===== src/rtl/ps2_pkg.sv =====
// ps2_pkg: shared types and constants for the PS/2 keyboard MMIO receiver.
//   ps2_state_e - receiver FSM states (IDLE, RECV, CHECK)
//   FRAME_BITS  - bits per PS/2 frame (start, 8 data, parity, stop)
//   OFS_*       - register byte offsets from BASE_ADDR
package ps2_pkg;

   typedef enum logic [1:0] {
      IDLE  = 2'd0,
      RECV  = 2'd1,
      CHECK = 2'd2
   } ps2_state_e;

   localparam int unsigned FRAME_BITS = 11;
   localparam int unsigned CODE_W     = 8;

   localparam int unsigned OFS_DATA   = 0;
   localparam int unsigned OFS_STATUS = 4;
   localparam int unsigned OFS_ERRCNT = 8;

endpackage


===== src/rtl/sync_fifo.sv =====
// sync_fifo: single-clock FIFO with combinational head output.
//   clock, reset : system clock, synchronous active-high reset
//   push, wdata  : write request and data (accepted if not full, or if popping)
//   pop          : read request (ignored when empty)
//   rdata        : current head entry
//   full, empty  : occupancy flags; count: number of stored entries
module sync_fifo #(
   parameter int unsigned WIDTH = 8,
   parameter int unsigned DEPTH = 8
) (
   input  logic                     clock,
   input  logic                     reset,
   input  logic                     push,
   input  logic                     pop,
   input  logic [WIDTH-1:0]         wdata,
   output logic [WIDTH-1:0]         rdata,
   output logic                     full,
   output logic                     empty,
   output logic [$clog2(DEPTH):0]   count
);

   localparam int unsigned AW = $clog2(DEPTH);
   localparam int unsigned CW = AW + 1;

   logic [WIDTH-1:0] mem [DEPTH];
   logic [AW-1:0]    wr_ptr;
   logic [AW-1:0]    rd_ptr;
   logic [CW-1:0]    cnt_q;
   logic [CW-1:0]    cnt_d;
   logic             empty_q;
   logic             do_push;
   logic             do_pop;

   // A pop on a full FIFO frees the slot the simultaneous push needs;
   // a push into an empty FIFO is not visible to a same-cycle pop.
   assign full    = (cnt_q == CW'(DEPTH));
   assign empty   = empty_q;
   assign do_pop  = pop & ~empty_q;
   assign do_push = push & (~full | do_pop);
   assign cnt_d   = cnt_q + CW'(do_push) - CW'(do_pop);
   assign rdata   = mem[rd_ptr];
   assign count   = cnt_q;

   // Pointers, occupancy and empty flag
   always_ff @(posedge clock) begin
      if (reset) begin
         wr_ptr  <= '0;
         rd_ptr  <= '0;
         cnt_q   <= '0;
         empty_q <= 1'b1;
      end else begin
         if (do_push) wr_ptr <= wr_ptr + AW'(1);
         if (do_pop)  rd_ptr <= rd_ptr + AW'(1);
         cnt_q   <= cnt_d;
         empty_q <= (cnt_d == '0);
      end
   end

   // Storage array
   always_ff @(posedge clock) begin
      if (do_push) mem[wr_ptr] <= wdata;
   end

endmodule


===== src/rtl/ps2_kbd_mmio.sv =====
// ps2_kbd_mmio: memory-mapped PS/2 keyboard receiver.
//   clock, reset       : system clock, synchronous active-high reset
//   ps2_clk, ps2_data  : raw asynchronous PS/2 pins
//   addr, rd_en        : CPU load address and strobe
//   rdata              : registered read data (1-cycle latency, holds on non-hit)
//   kbd_ready          : scan-code FIFO non-empty
//   overflow           : sticky, a good code was dropped on a full FIFO
// Registers: DATA @BASE_ADDR (pops), STATUS @BASE_ADDR+4 (clears overflow),
// ERRCNT @BASE_ADDR+8 only when PS2_ERRCNT_EN is defined (clear-on-read).
module ps2_kbd_mmio
   import ps2_pkg::*;
#(
   parameter int unsigned FIFO_DEPTH  = 8,
   parameter logic [31:0] BASE_ADDR   = 32'h0020_0000,
   parameter int unsigned TIMEOUT_CYC = 50000
) (
   input  logic        clock,
   input  logic        reset,
   input  logic        ps2_clk,
   input  logic        ps2_data,
   input  logic [31:0] addr,
   input  logic        rd_en,
   output logic [31:0] rdata,
   output logic        kbd_ready,
   output logic        overflow
);

   localparam int unsigned CW = $clog2(FIFO_DEPTH) + 1;
   localparam int unsigned BW = $clog2(FRAME_BITS + 1);
   localparam int unsigned TW = $clog2(TIMEOUT_CYC + 1);

   logic                  clk_s1, clk_s2, clk_prev;
   logic                  dat_s1, dat_s2;
   logic                  fall;

   ps2_state_e            state_q, state_d;
   logic [BW-1:0]         bit_cnt_q, bit_cnt_d;
   logic [FRAME_BITS-1:0] shift_q, shift_d;
   logic [TW-1:0]         tmo_q, tmo_d;

   logic                  in_check;
   logic                  frame_good;
   logic                  push;
   logic                  ovf_set;
   logic                  hit_data, hit_status;
   logic [CODE_W-1:0]     fifo_head;
   logic                  fifo_full, fifo_empty;
   logic [CW-1:0]         fifo_count;

   // Pin synchronisers; idle-high reset value avoids a false edge after reset
   always_ff @(posedge clock) begin
      if (reset) begin
         clk_s1   <= 1'b1;
         clk_s2   <= 1'b1;
         clk_prev <= 1'b1;
         dat_s1   <= 1'b1;
         dat_s2   <= 1'b1;
      end else begin
         clk_s1   <= ps2_clk;
         clk_s2   <= clk_s1;
         clk_prev <= clk_s2;
         dat_s1   <= ps2_data;
         dat_s2   <= dat_s1;
      end
   end

   assign fall = clk_prev & ~clk_s2;

   // Receiver state register
   always_ff @(posedge clock) begin
      if (reset) begin
         state_q   <= IDLE;
         bit_cnt_q <= '0;
         shift_q   <= '0;
         tmo_q     <= '0;
      end else begin
         state_q   <= state_d;
         bit_cnt_q <= bit_cnt_d;
         shift_q   <= shift_d;
         tmo_q     <= tmo_d;
      end
   end

   // Receiver next-state; bits enter at the MSB so the frame ends LSB-aligned
   always_comb begin
      state_d   = state_q;
      bit_cnt_d = bit_cnt_q;
      shift_d   = shift_q;
      tmo_d     = tmo_q;
      unique case (state_q)
         IDLE: begin
            tmo_d = '0;
            if (fall && !dat_s2) begin
               state_d   = RECV;
               bit_cnt_d = BW'(1);
               shift_d   = {dat_s2, shift_q[FRAME_BITS-1:1]};
            end
         end
         RECV: begin
            if (fall) begin
               shift_d   = {dat_s2, shift_q[FRAME_BITS-1:1]};
               bit_cnt_d = bit_cnt_q + BW'(1);
               tmo_d     = '0;
               if (bit_cnt_q == BW'(FRAME_BITS - 1)) state_d = CHECK;
            end else if (tmo_q == TW'(TIMEOUT_CYC - 1)) begin
               state_d   = IDLE;
               bit_cnt_d = '0;
               shift_d   = '0;
               tmo_d     = '0;
            end else begin
               tmo_d = tmo_q + TW'(1);
            end
         end
         CHECK: begin
            state_d   = IDLE;
            bit_cnt_d = '0;
         end
         default: state_d = IDLE;
      endcase
   end

   // Frame check: start=0 (guaranteed by IDLE entry), stop=1, odd parity
   assign in_check   = (state_q == CHECK);
   assign frame_good = ~shift_q[0] & shift_q[10] & (^shift_q[9:1]);
   assign push       = in_check & frame_good;

   assign hit_data   = rd_en & (addr == (BASE_ADDR + 32'(OFS_DATA)));
   assign hit_status = rd_en & (addr == (BASE_ADDR + 32'(OFS_STATUS)));
   // A same-cycle DATA pop frees a slot, so only a non-popping push overflows
   assign ovf_set    = push & fifo_full & ~hit_data;

   sync_fifo #(
      .WIDTH (CODE_W),
      .DEPTH (FIFO_DEPTH)
   ) u_fifo (
      .clock (clock),
      .reset (reset),
      .push  (push),
      .pop   (hit_data),
      .wdata (shift_q[8:1]),
      .rdata (fifo_head),
      .full  (fifo_full),
      .empty (fifo_empty),
      .count (fifo_count)
   );

   assign kbd_ready = ~fifo_empty;

`ifdef PS2_ERRCNT_EN
   logic       hit_err;
   logic [7:0] errcnt_q;

   assign hit_err = rd_en & (addr == (BASE_ADDR + 32'(OFS_ERRCNT)));

   // Saturating bad-frame counter; an increment beats a clearing read
   always_ff @(posedge clock) begin
      if (reset) begin
         errcnt_q <= '0;
      end else if (in_check && !frame_good) begin
         if (hit_err)                errcnt_q <= 8'd1;
         else if (errcnt_q != 8'hFF) errcnt_q <= errcnt_q + 8'd1;
      end else if (hit_err) begin
         errcnt_q <= '0;
      end
   end
`endif

   // Read data register and sticky overflow
   always_ff @(posedge clock) begin
      if (reset) begin
         rdata    <= '0;
         overflow <= 1'b0;
      end else begin
         if (hit_data) begin
            rdata <= fifo_empty ? 32'h0 : {23'b0, 1'b1, fifo_head};
         end else if (hit_status) begin
            rdata <= {22'b0, overflow, 1'b0, 8'(fifo_count)};
`ifdef PS2_ERRCNT_EN
         end else if (hit_err) begin
            rdata <= {24'b0, errcnt_q};
`endif
         end
         if (ovf_set)         overflow <= 1'b1;
         else if (hit_status) overflow <= 1'b0;
      end
   end

endmodule


===== config.mk =====
export PLATFORM = sky130hd
export DESIGN_NAME = ps2_kbd_mmio
export DESIGN_NICKNAME = d
export VERILOG_FILES = /design/src/rtl/ps2_pkg.sv /design/src/rtl/sync_fifo.sv /design/src/rtl/ps2_kbd_mmio.sv
export SDC_FILE = /design/constraint.sdc
export NUM_CORES = 1
export LEC_CHECK = 0
export CAP_MARGIN = 20
export CELL_PAD_IN_SITES_DETAIL_PLACEMENT = 0
export CELL_PAD_IN_SITES_GLOBAL_PLACEMENT = 2
export CORE_ASPECT_RATIO = 0.9
export CORE_MARGIN = 3
export CORE_UTILIZATION = 37
export CTS_CLUSTER_SIZE = 40
export DETAILED_ROUTE_END_ITERATION = 16
export HOLD_SLACK_MARGIN = 0.02
export PLACE_DENSITY_LB_ADDON = 0.1
export SETUP_SLACK_MARGIN = 0.05
export SLEW_MARGIN = 25
export SYNTH_ARGS = -nofsm -noshare
export SYNTH_HDL_FRONTEND = slang
export SYNTH_HIERARCHICAL = 1
export SYNTH_SLANG_ARGS = --single-unit

===== constraint.sdc =====
create_clock -name clock -period 4 [get_ports clock]
set_input_delay 0.4 -clock clock [delete_from_list [all_inputs] [get_ports clock]]
set_output_delay 0.4 -clock clock [all_outputs]
set_load 0.02 [all_outputs]

==> results of run 1 <==
==> power groups by stage <==
| stage | Combinational (mW) | Clock (mW) | Sequential [mW] |
|---|---|---|---|
| final | 0.0813 | 1.52 | 1.36 |
| after global routing | 0.0882 | 1.62 | 1.36 |
| after CTS | 0.0817 | 1.56 | 1.36 |
| after detailed placement | 0.0815 | 0 | 1.39 |
| after global placement | 0.0808 | 0 | 1.39 |
| after floorplan | 0.0575 | 0 | 1.39 |
==> flip-flops by register name, indices dropped and copies added, names as in the netlist, 2 cells and up, named ones only <==
name and flops:
u_fifo/mem 64, tmo_q 16, shift_q 11, rdata 10, bit_cnt_q 4, u_fifo/count 4, u_fifo/rd_ptr 3, u_fifo/wr_ptr 3
state_q 2
==> metrics by stage <==
stage / hold slack (ns) / setup slack, ns / power [mW] / area, sq um / cells
final: 0.407 / 0.731 / 2.96 / 6990 / 760
after global routing: 0.431 / 0.380 / 3.06 / 6990 / 760
after CTS: 0.409 / 0.693 / 3.00 / 6990 / 760
after detailed placement: 0.396 / 0.253 / 1.47 / 6410 / 728
after global placement: 0.394 / 0.508 / 1.47 / 6410 / 728
after floorplan: 0.389 / 0.994 / 1.44 / 5910 / 516
==> per-layer routing <==
| layer | track usage | up-vias | part of all wire |
|---|---|---|---|
| met2 | 0.239 | 79 | 0.49 |
| met4 | 0.0564 | 0 | 0.013 |
| met5 | 0 | - | 0 |
| met3 | 0.0451 | 13 | 0.047 |
| met1 | 0.179 | 1818 | 0.45 |
| li1 | - | 1917 | - |
==> final cells by class <==
type                    count  area [sq um]
inverters                  12          45.0
clock buffers              17           425
fillers                  1375          8090
multi-input cells         331          2370
flip-flops and latches    127          3180
clock inverters            15           158
repair buffers             60           566
well taps                 198           248
==> cell usage after synthesis, drive strengths merged (7+ instances only) <==
| cell type | instances | area share |
|---|---|---|
| clkbuf | 15 | 0.0097 |
| nand2 | 29 | 0.021 |
| a21oi | 40 | 0.034 |
| nor4 | 9 | 0.0097 |
| inv | 12 | 0.0077 |
| mux4 | 16 | 0.072 |
| a211oi | 7 | 0.0090 |
| nor2 | 37 | 0.024 |
| mux2 | 9 | 0.017 |
| dfxtp | 63 | 0.22 |
| edfxtp | 64 | 0.33 |
| nand3 | 24 | 0.021 |
| o21ai | 21 | 0.018 |
| ha | 13 | 0.028 |
| nor3 | 12 | 0.010 |
| buf | 30 | 0.042 |
| nor3b | 7 | 0.0090 |
==> how the worst max path moves through the flow <==
stage             start               end  slack (ns)
2_1_floorplan  addr[18]  u_fifo/mem[0][0]        0.99
3_3_place_gp   addr[27]      u_fifo/empty        0.51
3_5_place_dp   addr[27]      u_fifo/empty        0.25
4_1_cts        addr[27]      u_fifo/empty        0.69
5_1_grt        addr[27]      u_fifo/empty        0.38
6_report       addr[27]      u_fifo/empty        0.73
==> cell families (layout without fill, tap and decap cells) <==
group                      Yosys count  after routing
and+or+nand+nor                    167            167
DFF                                127            127
AOI/OAI and AO/OA                   91             91
buffers and inverters               58            104
muxes                               27             27
adders and majority gates           14             14
xor gates and xnor gates            10             10
other                                1             22
==> results.toml, run 1 <==
[global_route]
antenna_found_initial = 0
grt_first_pass_wirelength_um = 19900
first_global_vias = 3862
global_route.usage.total = 0.145
grt_remaining_overflow = 0
largest_net_degree_at_the_start_of_global_routing = 39

[clock_tree]
clk_buf_depth = 2
cts_root_buf = "sky130_fd_sc_hd__clkbuf_16"
clk_transition_reported_paths_ns = 0.06
numClockSinks = 127
clk-insertion-delay-late_ns = 0.41
cts_resized = 0
tritoncts.num_buffers = 17
postCtsSetupBuffers = 0
clock_tree.htree_level_count = 4
cts_tree = "built"
cts_hold_repair.buffers = 0

[floorplanning]
start_util = 0.386
coreArea_sq_um = 15100
die_w_um = 138
floorplan.die_area_sq_um = 17300
io_pins = 71
rows = 42
chipHeight_um = 125

[setup_path]
cp_top_family = "simple AND/OR/NAND/NOR gates"
crit_buf_inv = 2
end_kind = "register"
rr_worst_depth = 12
cp_data_arrival_time_ns = 3.60
cp_max_fo = 7
critPathLaunchType = "input port"
crit_path_cells = "clkdlybuf4s50_1 -> nor4b_1 -> nand4_1 -> nor3_1 -> nor2b_1 -> nand2b_1 -> nand2_1 -> ha_1 -> inv_1 -> fa_1 -> nor3b_1 -> nand4_1 -> o211ai_1"
critPathSlowestCell = "sky130_fd_sc_hd__fa_1"
r2r_end = "u_fifo/empty"
critPathKind = "input port to register"
setup.reg_to_reg.worst_slack_ns = 0.80
worst-path-stages = 13
cpMostUsedCell = "sky130_fd_sc_hd__nand4_1"
maximum_single_stage_delay_on_the_critical_path_ns = 0.53
crit_required_ns = 4.33
critical_path.reg2reg.startpoint = "shift_q[4]"

[finish]
insertedDiodeCount = 0
drive_gt1_frac = 0.130
layout.core_utilization = 0.464
areaGrowthSynthToFinish_pct = 20.0
mostFrequentLayoutCell = "sky130_fd_sc_hd__edfxtp_1"
final_cell_mix = "64 x sky130_fd_sc_hd__edfxtp_1, 63 x sky130_fd_sc_hd__dfxtp_1, 47 x sky130_fd_sc_hd__clkdlybuf4s50_1, 40 x sky130_fd_sc_hd__a21oi_1, 37 x sky130_fd_sc_hd__nor2_1"
fin_nets = 600

[route]
ant_nets = 0
drt_iter0_markers = 218
detail_route.wl_per_cell_um = 15.9
first_pass_iters = 4
drc_errors = 0
avgViaCountPerCell = 5.04
dr_total_vias = 3827
routed_wl_um = 12100

[synth]
synth.lib_cells_used.distinct = 66
synth_xor_xnor_area_share = 0.0174
synth_sequential_area_ratio = 0.546
ys_warn_count = 6
synth_simple_gate_area_share = 0.160
yosys.area_share.adder = 0.0314
postSynth.asyncResetShare = 0
synth_top_family_by_area = "simple AND/OR/NAND/NOR gates"
synth.area.mux_share = 0.0923
synth_seq_cells = 127
synth-compound-area-share = 0.0917
post_synth_inst_count = 495
synth_top_flop_cell = "sky130_fd_sc_hd__edfxtp_1"
mappedNetlistArea_sq_um = 5830
syn_area_per_cell_sq_um = 11.8
post_synth_edffs = 64

[placed_design]
hpwl_um = 8170
place_congestion = 0.811
placement.io_buffers = 48

[timing]
report.final.slew_viol_count = 0
rel_slew_slack = 0.396
timing.final.hold_violations = 0
fin_worst_skew_ns = 0.00768
timing.fmax_mhz = 306
worstMarginPinSlew_ns = 0.905
fin_crit_sh = 0.817
unrepaired_setup_endpoints_after_global_routing = "false"
totalNegativeSetupSlack_ns = 0
min_period_ns = 3.27
report.final.setup_viol = 0

[hold_path]
worstHoldEndpoint = "dat_s2"
timing.hold.worst.start = "dat_s1"
hold_depth = 1
worst_hold_path_class = "register to register"

[power]
vdd_drop_max_uv = 316
power-per-cell-area_nw_per_um2 = 423
total_leakage_power_nw = 2.41
power.share.clock = 0.513
total_switching_power_uw = 639
share_seq_of_total_power = 0.459
p_int_mw = 2.32
sw_frac_of_total = 0.216
power_frac_comb = 0.027

[run_status]
run_status = "finished, final reports clean"

[flow_run]
max-cap-violations = 0
Power figures use the tool's default switching activity.
==> run 2: changes to the inputs <==
- clock period: 4 -> 3.37 ns (I/O delays scaled with it)
==> results.toml, run 2 (synthesis gave the netlist of run 1 again) <==
[global_route]
grt_remaining_overflow = 0
global_route.usage.total = 0.141
antenna_found_initial = 0
first_global_vias = 3825
largest_net_degree_at_the_start_of_global_routing = 44
grt_first_pass_wirelength_um = 19500

[setup_path]
crit_required_ns = 3.72
crit_path_cells = "clkdlybuf4s50_1 -> nor4b_1 -> nand4_1 -> nor3_1 -> nor2b_1 -> nand2b_1 -> nand2_1 -> ha_1 -> inv_1 -> fa_1 -> nor3b_1 -> nand4_1 -> o211ai_1"
critPathLaunchType = "input port"
cpMostUsedCell = "sky130_fd_sc_hd__nand4_1"
critical_path.reg2reg.startpoint = "shift_q[4]"
critPathSlowestCell = "sky130_fd_sc_hd__fa_1"
critPathKind = "input port to register"
cp_max_fo = 3
maximum_single_stage_delay_on_the_critical_path_ns = 0.53
cp_data_arrival_time_ns = 3.26
end_kind = "register"
timing.critical_path.from = "addr[27]"

[floorplanning]
floorplan.die_area_sq_um = 17300
die_w_um = 138
rows = 42
chipHeight_um = 125
start_util = 0.386
io_pins = 71
coreArea_sq_um = 15100

[hold_path]
timing.hold.worst.start = "dat_s1"
worst_hold_path_class = "register to register"

[flow_run]
max-cap-violations = 0

[timing]
worstMarginPinSlew_ns = 0.828
postLayoutSetupSlackWorst_ns = 0.453
fin_worst_hold_slack_ns = 0.406
min_period_ns = 2.92
report.final.setup_viol = 0
timing.fmax_mhz = 343
fin_worst_skew_ns = 0.00992
timing.final.hold_violations = 0
report.final.slew_viol_count = 0
unrepaired_setup_endpoints_after_global_routing = "false"
rel_slew_slack = 0.448
fin_crit_sh = 0.866
totalNegativeSetupSlack_ns = 0

[route]
routed_wl_um = 11700
ant_nets = 0
drc_errors = 0
dr_total_vias = 3893
avgViaCountPerCell = 5.04
first_pass_iters = 4
drt_iter0_markers = 175
detail_route.wl_per_cell_um = 15.1

[clock_tree]
clk_transition_reported_paths_ns = 0.06
cts_root_buf = "sky130_fd_sc_hd__clkbuf_16"
cts_resized = 0
tritoncts.num_buffers = 17
numClockSinks = 127
clk-insertion-delay-late_ns = 0.42
clock_tree.htree_level_count = 4
postCtsSetupBuffers = 0
cts_hold_repair.buffers = 0
clk_buf_depth = 2
cts_tree = "built"

[finish]
stdcell_count = 772
final_cell_mix = "64 x sky130_fd_sc_hd__edfxtp_1, 63 x sky130_fd_sc_hd__dfxtp_1, 47 x sky130_fd_sc_hd__clkdlybuf4s50_1, 40 x sky130_fd_sc_hd__a21oi_1, 37 x sky130_fd_sc_hd__nor2_1"
largestRegisters = "u_fifo/mem (64), tmo_q (16), shift_q (11)"
largest_register_ffs = 64
largest_reg_by_ff_count = "u_fifo/mem"
areaGrowthSynthToFinish_pct = 21.0
insertedDiodeCount = 0
layout.core_utilization = 0.467
mostFrequentLayoutCell = "sky130_fd_sc_hd__edfxtp_1"
finish.instance_area_sq_um = 7050
drive_gt1_frac = 0.146
fin_nets = 612

[power]
total_leakage_power_nw = 2.46
design_power_total_mw = 3.39
vdd_drop_max_uv = 388
power-per-cell-area_nw_per_um2 = 481

[placed_design]
hpwl_um = 8300
place_congestion = 0.797
placement.io_buffers = 48
placedInstanceArea_sq_um = 6500
place_inst = 740
post-place-ws_ns = 0.0479

[run_status]
run_status = "finished, final reports clean"
## run 2: cell count changes in the layout (fill, tap and decap cells not counted), sizes merged
cell    change
clkinv      +1
clkbuf      +1
inv         -1
bufinv      -1
buf        +12
## run 2: path summary, 6_finish.rpt
kind / to / slack (ns) / cells past startpoint
setup / recovery: u_fifo/empty / 0.45 / 13
hold / removal: dat_s2 / 0.41 / 1
setup reg to reg: u_fifo/empty / 0.54 / 12
hold reg to reg: dat_s2 / 0.41 / 1
## run 2: metal layers
| metal | share of wire | vias to the layer above | routed length [um] | global-route usage |
|---|---|---|---|---|
| li1 | - | 1944 | - | - |
| met1 | 0.45 | 1851 | 5260 | 0.173 |
| met2 | 0.49 | 80 | 5660 | 0.231 |
| met3 | 0.047 | 18 | 546 | 0.0466 |
| met4 | 0.017 | 0 | 199 | 0.0575 |
| met5 | 0 | - | 0 | 0 |
## run 2: layout make-up
type,count,area (sq um)
Clock inverter,14,116
Multi-Input combinational cell,331,2370
Tap cell,198,248
Timing Repair Buffer,72,656
Clock buffer,18,429
Fill cell,1402,8030
Sequential cell,127,3180
Inverter,12,45.0
## run 2: critical path: cells and delay by family
family / cells / cell delay (ns)
and+or+nand+nor: 8 / 1.64
adders and majority gates: 2 / 0.72
buffers and inverters: 2 / 0.47
AOI/OAI and AO/OA: 1 / 0.11
## run 2: report_power, final
part	internal, mW	switching, mW	total (mW)	leakage (nW)
Clock	1.01	0.669	1.68	0.268
Combinational	0.0449	0.0524	0.0973	1.09
Sequential	1.61	0.00180	1.61	1.10
==> run 3: changes to the inputs <==
- CTS_CLUSTER_SIZE: 40 -> unset
==> results of run 3 <==
Final layout, timing and power as in run 2 (identical DEF).
